**config.mk**
```make
export PLATFORM = sky130hd
export DESIGN_NAME = nes_controller_reader
export DESIGN_NICKNAME = d
export VERILOG_FILES = /design/src/rtl/nes_controller_reader.sv
export SDC_FILE = /design/constraint.sdc
export NUM_CORES = 1
export LEC_CHECK = 0
export ABC_AREA = 1
export CAP_MARGIN = 40
export CORE_ASPECT_RATIO = 1.4
export CORE_UTILIZATION = 27
export CTS_CLUSTER_SIZE = 24
export DETAILED_ROUTE_END_ITERATION = 8
export HOLD_SLACK_MARGIN = 0.03
export SLEW_MARGIN = 30
export SYNTH_ARGS = -nofsm -noshare
export SYNTH_HDL_FRONTEND = slang
export SYNTH_SLANG_ARGS = --single-unit
```
**constraint.sdc**
```tcl
create_clock -name clock -period 1.7 [get_ports clock]
set_input_delay 0.255 -clock clock [delete_from_list [all_inputs] [get_ports clock]]
set_output_delay 0.255 -clock clock [all_outputs]
set_load 0.02 [all_outputs]
```
**src/rtl/nes_controller_reader.sv**
```systemverilog
`timescale 1ns/1ps
// -----------------------------------------------------------------------------
// nes_controller_reader
//
// Serial reader for an NES game controller. Each enable pulse (60 Hz poll
// request) runs one poll of the controller:
//   1. nes_latch is driven high for LATCH_CYCLES clocks.
//   2. A low gap of HALF_CYCLES clocks follows, and bit 0 (A) is sampled at
//      its end.
//   3. Seven nes_clock pulses follow, each HALF_CYCLES high and HALF_CYCLES
//      low. One further bit is sampled at the end of each low phase.
//   4. The assembled byte is published on buttons with a one-cycle valid.
//
// Ports:
//   clock     : system clock (50 MHz)
//   reset_n   : synchronous active-low reset
//   enable    : one-cycle poll request; ignored unless the reader is idle
//   nes_data  : controller serial data, active-low, asynchronous to clock
//   nes_latch : controller latch, active-high
//   nes_clock : controller shift clock, idles low
//   buttons   : last complete poll result, 1 = pressed
//               [0]A [1]B [2]Select [3]Start [4]Up [5]Down [6]Left [7]Right
//   valid     : one-cycle pulse when buttons has just been updated
//   busy      : high while a poll is in progress
// -----------------------------------------------------------------------------
module nes_controller_reader #(
    parameter int LATCH_CYCLES = 600,
    parameter int HALF_CYCLES  = 300,
    parameter int CNT_W        = 10
) (
    input  logic       clock,
    input  logic       reset_n,
    input  logic       enable,
    input  logic       nes_data,
    output logic       nes_latch,
    output logic       nes_clock,
    output logic [7:0] buttons,
    output logic       valid,
    output logic       busy
);

    typedef enum logic [2:0] {
        IDLE,
        LATCH,
        LAT_LOW,
        CLK_HIGH,
        CLK_LOW,
        DONE
    } state_t;

    localparam logic [CNT_W-1:0] LATCH_LAST = CNT_W'(LATCH_CYCLES - 1);
    localparam logic [CNT_W-1:0] HALF_LAST  = CNT_W'(HALF_CYCLES - 1);
    localparam logic [CNT_W-1:0] CNT_ONE    = CNT_W'(1);

    state_t           state_reg;
    logic [CNT_W-1:0] cnt_reg;
    logic [2:0]       bit_idx_reg;
    logic [7:0]       shift_reg;
    logic             sync_meta_reg;
    logic             sync_reg;
    logic             sample;

    // Two-flop synchronizer. Resets to 1, the released level of the line,
    // so a reset never looks like a pressed button.
    always_ff @(posedge clock) begin
        if (!reset_n) begin
            sync_meta_reg <= 1'b1;
            sync_reg      <= 1'b1;
        end else begin
            sync_meta_reg <= nes_data;
            sync_reg      <= sync_meta_reg;
        end
    end

    // Controller data is active-low; internally pressed = 1.
    assign sample = ~sync_reg;

    // Poll sequencer. Outputs are registered and updated together with the
    // state they belong to, so they are valid during the whole state.
    // The phase counter restarts from 0 on every state change.
    always_ff @(posedge clock) begin
        if (!reset_n) begin
            state_reg   <= IDLE;
            cnt_reg     <= '0;
            bit_idx_reg <= 3'd0;
            shift_reg   <= 8'h00;
            nes_latch   <= 1'b0;
            nes_clock   <= 1'b0;
            buttons     <= 8'h00;
            valid       <= 1'b0;
            busy        <= 1'b0;
        end else begin
            valid <= 1'b0;
            case (state_reg)
                IDLE: begin
                    if (enable) begin
                        state_reg <= LATCH;
                        cnt_reg   <= '0;
                        nes_latch <= 1'b1;
                        busy      <= 1'b1;
                    end
                end

                LATCH: begin
                    if (cnt_reg == LATCH_LAST) begin
                        state_reg <= LAT_LOW;
                        cnt_reg   <= '0;
                        nes_latch <= 1'b0;
                    end else begin
                        cnt_reg <= cnt_reg + CNT_ONE;
                    end
                end

                // The controller presents A as soon as the latch is released,
                // so it is sampled at the end of this gap.
                LAT_LOW: begin
                    if (cnt_reg == HALF_LAST) begin
                        shift_reg[0] <= sample;
                        bit_idx_reg  <= 3'd1;
                        state_reg    <= CLK_HIGH;
                        cnt_reg      <= '0;
                        nes_clock    <= 1'b1;
                    end else begin
                        cnt_reg <= cnt_reg + CNT_ONE;
                    end
                end

                CLK_HIGH: begin
                    if (cnt_reg == HALF_LAST) begin
                        state_reg <= CLK_LOW;
                        cnt_reg   <= '0;
                        nes_clock <= 1'b0;
                    end else begin
                        cnt_reg <= cnt_reg + CNT_ONE;
                    end
                end

                // Sampling at the end of the low phase leaves the whole
                // phase for the controller output to settle through the
                // synchronizer.
                CLK_LOW: begin
                    if (cnt_reg == HALF_LAST) begin
                        shift_reg[bit_idx_reg] <= sample;
                        cnt_reg                <= '0;
                        if (bit_idx_reg == 3'd7) begin
                            // Publish with the final bit merged in directly,
                            // so buttons and valid appear together in DONE.
                            state_reg <= DONE;
                            buttons   <= {sample, shift_reg[6:0]};
                            valid     <= 1'b1;
                            busy      <= 1'b0;
                        end else begin
                            bit_idx_reg <= bit_idx_reg + 3'd1;
                            state_reg   <= CLK_HIGH;
                            nes_clock   <= 1'b1;
                        end
                    end else begin
                        cnt_reg <= cnt_reg + CNT_ONE;
                    end
                end

                // One-cycle publish state; enable here is deliberately
                // ignored, so a held enable restarts from the following IDLE.
                DONE: begin
                    state_reg <= IDLE;
                end

                default: begin
                    state_reg <= IDLE;
                    cnt_reg   <= '0;
                    nes_latch <= 1'b0;
                    nes_clock <= 1'b0;
                    busy      <= 1'b0;
                end
            endcase
        end
    end

endmodule

```
==> flow_metrics.py, run 1 <==
metrics = {
    "detailed_routing": {
        "wl_per_cell_um": 10.16,
        "drt_drc_violations_left": 0,
        "num_vias": 1786,
        "first_pass_iters": 4,
        "ant_nets": 0,
        "vias_per_cell": 4.377,
        "wirelength_mm": 4.145,
        "drt-initial-drc-count": 58,
    },
    "critical_path": {
        "timing_worst_setup_path_type": "flip-flop to flip-flop",
        "crit_fanout": 7,
        "critPathSlowestCell": "dfxtp_1",
        "endpoint_kind": "flip-flop",
        "cp_data_required_time_ns": 1.88,
        "worstPathBufferInverterCount": 1,
        "cp_top_family": "simple AND/OR/NAND/NOR gates",
        "crit_path_max_incr_delay_ns": 0.48,
        "path_cells": "nor2_4, nand2_2, buf_12, nand2_1, o21ai_0, nor2_1, o21ai_0, nor2_1",
        "start_kind": "flip-flop",
        "arrival_ns": 1.74,
    },
    "run": {
        "maxCapViolCount": 0,
    },
    "sta": {
        "period_share_pct": 91.47,
        "final-max-slew-violation-count": 0,
        "layout_setup_ws_ns": 0.1450,
        "tightest_slew_ns": 0.3480,
        "clock-skew-final_ns": 0.005310,
        "period_needed_ns": 1.555,
        "slew_headroom_pct": 76.80,
        "max_freq_ghz": 0.6431,
        "setup-violations-final": 0,
        "hold_violations": 0,
    },
    "layout": {
        "fillCellCount": 772,
        "multi_input_area_mm2": 0.001076,
        "syn2layout_area_growth_pct": 21.84,
        "layout_common_cells": "nand2_1 (69), nor2_1 (65), dfxtp_1 (37)",
        "final_common_cell": "nand2_1",
        "largest_reg_flops": 10,
        "num-nets-final": 319,
        "n_antenna_cell": 0,
        "final_layout_size_suffix_gt1_share_pct": 13.42,
        "seqCellArea_um2": 740.7,
        "final_area_mm2": 0.002366,
    },
    "die": {
        "die_w_um": 73.68,
        "rows": 36,
        "dieHeight_um": 102.3,
        "core-area_mm2": 0.006937,
        "initial_core_util_pct": 27.99,
        "io-pin-count": 16,
        "die_area_mm2": 0.007540,
    },
    "grt": {
        "grt_max_degree": 22,
        "grt.total_usage_pct": 12.21,
        "grt_antenna_before_repair": 0,
        "grt_pass1_wl_mm": 7.003,
        "grt_overflow": 0,
        "grt_pass1_vias": 1663,
    },
    "synthesis": {
        "synth_fp_nets": 294,
        "synth-seq-area-share_pct": 38.14,
        "synth_area_mm2": 0.001942,
        "yosys_warnings": 0,
        "synthCells": 287,
        "synth-seq-cells": 37,
        "synth_cell_types": 30,
        "syn_area_per_cell_um2": 6.766,
    },
    "power": {
        "power.total_w": 0.002415,
        "ir_worst_vdd_v": 0.0003369,
        "cellPowerDensity_mw_per_mm2": 1021,
        "p_leak_nw": 0.9663,
    },
    "clocking": {
        "clockRootBuffer": "clkbuf_8",
        "clock_latency_ns": 0.29,
        "cts_made_buffers": 5,
        "path_clk_slew_ns": 0.07,
        "clock_path_buffers": 2,
        "htree_num_levels": 2,
        "cts_sinks": 37,
        "cts_tree": "done",
        "cts.hold.buffers_added": 0,
    },
    "placed_design": {
        "post_dp_cell_area_mm2": 0.002241,
        "place.gp.congestion": 0.8088,
        "portBuffers": 15,
        "place_hpwl_mm": 3.242,
        "pre_cts_slack_ns": 0.05809,
    },
    "worst_hold_path": {
        "hp-class": "flip-flop to flip-flop",
    },
    "run_status": {
        "status": "complete, no violations",
    },
}
-- area by class of cell --
cell class | count | share of cell area, %
Multi-Input combinational cell | 215 | 45.48
Sequential cell | 37 | 31.31
Timing Repair Buffer | 23 | 9.942
Tap cell | 95 | 5.024
Inverter | 30 | 4.759
Clock buffer | 6 | 3.067
Clock inverter | 2 | 0.4231
-- power breakdown --
group	switching [W]	internal (W)	total (W)
sequential	0.0000685	0.000925	0.000993
combinational	0.000536	0.000297	0.000833
clock	0.000305	0.000284	0.000589
-- cells in the mapped netlist --
| cell | count | area, um^2 |
|---|---|---|
| inv_1 | 26 | 97.59 |
| xor2_1 | 2 | 17.52 |
| nand2_4 | 2 | 22.52 |
| nand3b_1 | 1 | 7.510 |
| nor4_1 | 1 | 6.260 |
| o21ai_1 | 3 | 15.01 |
| xnor2_1 | 2 | 17.52 |
| nand3_4 | 1 | 17.52 |
| ha_1 | 3 | 37.54 |
| nand2_2 | 5 | 31.28 |
| nor2_8 | 1 | 20.02 |
| nand4_1 | 4 | 25.02 |
| nor2_2 | 2 | 12.51 |
| a21oi_1 | 12 | 60.06 |
| buf_2 | 1 | 5.000 |
| or2_2 | 2 | 12.51 |
| clkbuf_1 | 2 | 7.510 |
| nand3b_4 | 1 | 20.02 |
| nor2_1 | 66 | 247.7 |
| o21ai_0 | 15 | 75.07 |
| nor3_4 | 1 | 16.27 |
| o21ai_2 | 1 | 8.760 |
| inv_2 | 4 | 15.01 |
| nand3_1 | 10 | 50.05 |
| nor2_4 | 3 | 33.78 |
| nand2_1 | 71 | 266.5 |
| dfxtp_1 | 37 | 740.7 |
| o31ai_1 | 1 | 7.510 |
| buf_6 | 2 | 22.52 |
| nor3_1 | 5 | 25.02 |
-- metrics by stage --
stage	hold WS (ns)	util, %	TNS (ns)	instances
final	0.4184	34.11	0	408
after global routing	0.4348	34.11	-0.02962	408
after CTS	0.4266	33.50	0	407
after detailed placement	0.4088	32.31	0	399
after global placement	0.4034	32.31	0	399
after floorplan	0.3616	-	0	287
-- path summary, 6_finish.rpt --
check                                 start                         to  slack, ns  cells after the start
setup reg to reg  state_reg[0]$_SDFFE_PN0P_  shift_reg[0]$_SDFFE_PN0P_       0.14                      8
hold / removal     sync_meta_reg$_SDFF_PN1_        sync_reg$_SDFF_PN1_       0.42                      1
setup / recovery  state_reg[0]$_SDFFE_PN0P_  shift_reg[0]$_SDFFE_PN0P_       0.14                      8
hold reg to reg    sync_meta_reg$_SDFF_PN1_        sync_reg$_SDFF_PN1_       0.42                      1
-- routing by layer --
metal | vias to the layer above | wire [um] | track usage (%)
met5 | - | 0 | 0
met4 | 0 | 157 | 7.840
met3 | 14 | 134 | 2.564
met2 | 39 | 2153 | 21.95
met1 | 787 | 1699 | 12.61
li1 | 946 | - | -
-- logic make-up after synthesis --
family	count (synthesis)	synth area share [%]
AOI/OAI and AO/OA	32	8.570
adders and majority gates	3	1.933
xor gates and xnor gates	4	1.804
buffers and inverters	35	7.602
DFF	37	38.14
and+or+nand+nor	176	41.95
-- repair_timing --
| action | CTS | global route |
|---|---|---|
| setup endpoints to repair | 0 | 23 |
| setup buffers | 0 | 1 |
| gates resized for setup | 0 | 7 |
Note: power is estimated with default switching activity, not from simulation.
==> run 2, diff against run 1 <==
--- a/config.mk
+++ b/config.mk
@@ -8,7 +8,7 @@
 export ABC_AREA = 1
 export CAP_MARGIN = 40
 export CORE_ASPECT_RATIO = 1.4
-export CORE_UTILIZATION = 27
+export CORE_UTILIZATION = 45
 export CTS_CLUSTER_SIZE = 24
 export DETAILED_ROUTE_END_ITERATION = 8
 export HOLD_SLACK_MARGIN = 0.03
==> flow_metrics.py, run 2 (synthesis results as in run 1) <==
metrics = {
    "sta": {
        "clock-skew-final_ns": 0.002714,
        "finalSetupTns_ns": 0,
        "fin_hold_ws_ns": 0.4156,
        "hold_violations": 0,
        "rsz0062_at_grt": "false",
        "setup-violations-final": 0,
        "tightest_slew_ns": 0.2997,
        "period_share_pct": 92.44,
        "slew_headroom_pct": 79.81,
        "layout_setup_ws_ns": 0.1285,
        "max_freq_ghz": 0.6363,
        "period_needed_ns": 1.571,
        "final-max-slew-violation-count": 0,
    },
    "die": {
        "rows": 27,
        "die_area_mm2": 0.004586,
        "dieHeight_um": 79.73,
        "io-pin-count": 16,
        "initial_core_util_pct": 48.30,
        "die_w_um": 57.52,
        "core-area_mm2": 0.004020,
    },
    "detailed_routing": {
        "met2_length_mm": 2.063,
        "drt_drc_violations_left": 1,
        "first_pass_iters": 8,
        "vias_per_cell": 4.986,
        "wl_met3_um": 144,
        "drt-met1-wl_mm": 1.788,
        "ant_nets": 0,
        "num_vias": 1785,
        "drt-initial-drc-count": 49,
        "routed.top_layer": "met4",
        "wl_per_cell_um": 11.49,
        "wirelength_mm": 4.114,
    },
    "grt": {
        "grt_max_degree": 22,
        "grt_pass1_wl_mm": 6.762,
        "grt_antenna_before_repair": 0,
        "grt_overflow": 0,
        "grt_pass1_vias": 1530,
        "grt.total_usage_pct": 19.57,
    },
    "power": {
        "cellPowerDensity_mw_per_mm2": 1125,
        "p_leak_nw": 0.9752,
        "ir_worst_vdd_v": 0.0008891,
    },
    "run_status": {
        "violations": "DRC",
        "status": "finished, violations left",
    },
    "layout": {
        "n_antenna_cell": 0,
        "largest_reg_flops": 10,
        "final_layout_size_suffix_gt1_share_pct": 14.60,
        "syn2layout_area_growth_pct": 20.04,
        "layout_common_cells": "nand2_1 (69), nor2_1 (65), dfxtp_1 (37)",
        "final_common_cell": "nand2_1",
        "num-nets-final": 321,
    },
    "run": {
        "maxCapViolCount": 0,
    },
    "critical_path": {
        "endpoint_kind": "flip-flop",
        "arrival_ns": 1.81,
        "crit_top_cell": "nor2_1",
        "crit_path_start": "cnt_reg[1]$_SDFFE_PN0P_",
        "cp_top_family": "simple AND/OR/NAND/NOR gates",
        "rr_endpoint": "bit_idx_reg[0]$_SDFFE_PN0P_",
        "cp_data_required_time_ns": 1.94,
        "critPathSlowestCell": "dfxtp_1",
        "rrSetupSlack_ns": 0.13,
        "path_cells": "ha_2, nand2_1, nor2_4, nand3_4, buf_4, nor2_1, nor2_1, nor2_1",
        "reg2reg_depth": 8,
        "start_kind": "flip-flop",
        "rr_startpoint": "cnt_reg[1]$_SDFFE_PN0P_",
        "worstPathBufferInverterCount": 1,
        "crit_path_max_incr_delay_ns": 0.38,
        "crit_fanout": 6,
        "timing_worst_setup_path_type": "flip-flop to flip-flop",
    },
    "clocking": {
        "cts.hold.buffers_added": 0,
        "path_clk_slew_ns": 0.08,
        "cts_sinks": 37,
        "cts_made_buffers": 5,
        "clockRootBuffer": "clkbuf_8",
        "clock_path_buffers": 2,
        "htree_num_levels": 2,
        "cts_tree": "done",
        "clock_latency_ns": 0.30,
    },
    "placed_design": {
        "place_hpwl_mm": 3.114,
        "portBuffers": 15,
        "place.gp.congestion": 0.8500,
        "pre_cts_slack_ns": 0.04102,
    },
    "worst_hold_path": {
        "hp-class": "flip-flop to flip-flop",
        "min_to": "sync_reg$_SDFF_PN1_",
        "hp-start": "sync_meta_reg$_SDFF_PN1_",
        "hold_depth": 1,
    },
}
run 2: worst max path at each step:
stage	endpoint	depth (start not counted)
after detailed placement	cnt_reg[6]$_SDFFE_PN0P_	8
final	bit_idx_reg[0]$_SDFFE_PN0P_	8
after CTS	cnt_reg[6]$_SDFFE_PN0P_	8
after global routing	bit_idx_reg[0]$_SDFFE_PN0P_	8
after global placement	buttons[5]$_SDFFE_PN0P_	8
after floorplan	cnt_reg[0]$_SDFFE_PN0P_	8
run 2: area by class of cell:
| cell class | count | area [um^2] |
|---|---|---|
| tap | 43 | 53.80 |
| multi-input combinational | 215 | 1084 |
| fill | 394 | 1689 |
| sequential | 37 | 740.7 |
| clock buffer | 5 | 68.82 |
| clock inverter | 3 | 46.29 |
| timing repair buffer | 25 | 225.2 |
| inverter | 30 | 112.6 |
run 2: per-stage QoR:
step / cell area (um^2) / util (%) / total power, W / cells
floorplan: 1942 / - / 0.001636 / 287
global placement: 2171 / 54.00 / 0.001828 / 348
detailed placement: 2171 / 54.00 / 0.001821 / 348
CTS: 2286 / 56.86 / 0.002613 / 356
global route: 2331 / 57.98 / 0.002800 / 358
finish: 2331 / 57.98 / 0.002623 / 358
run 2: per-layer routing:
metal  vias to the layer above  track usage [%]
li1                        955                -
met1                       779            20.93
met2                        40            35.00
met3                        11            4.214
met4                         0            10.73
met5                         -                0
run 2: worst reg2reg max path: stages (launching register included):
cell and delay, ns:
dfxtp_1 0.38, ha_2 0.22, nand2_1 0.10, nor2_4 0.13, nand3_4 0.11, buf_4 0.17, nor2_1 0.22, nor2_1 0.07
nor2_1 0.11
run 2: where the power goes:
| group | internal [W] | leakage, nW | switching [W] |
|---|---|---|---|
| Clock | 0.000439 | 0.0543 | 0.000352 |
| Sequential | 0.000924 | 0.300 | 0.0000638 |
| Combinational | 0.000297 | 0.621 | 0.000547 |
| Total | 0.00166 | 0.975 | 0.000963 |
run 2: timing repair:
item,4_1_cts,5_1_grt
buffers inserted,0,2
resized for setup,0,9
setup endpoints to repair,0,21
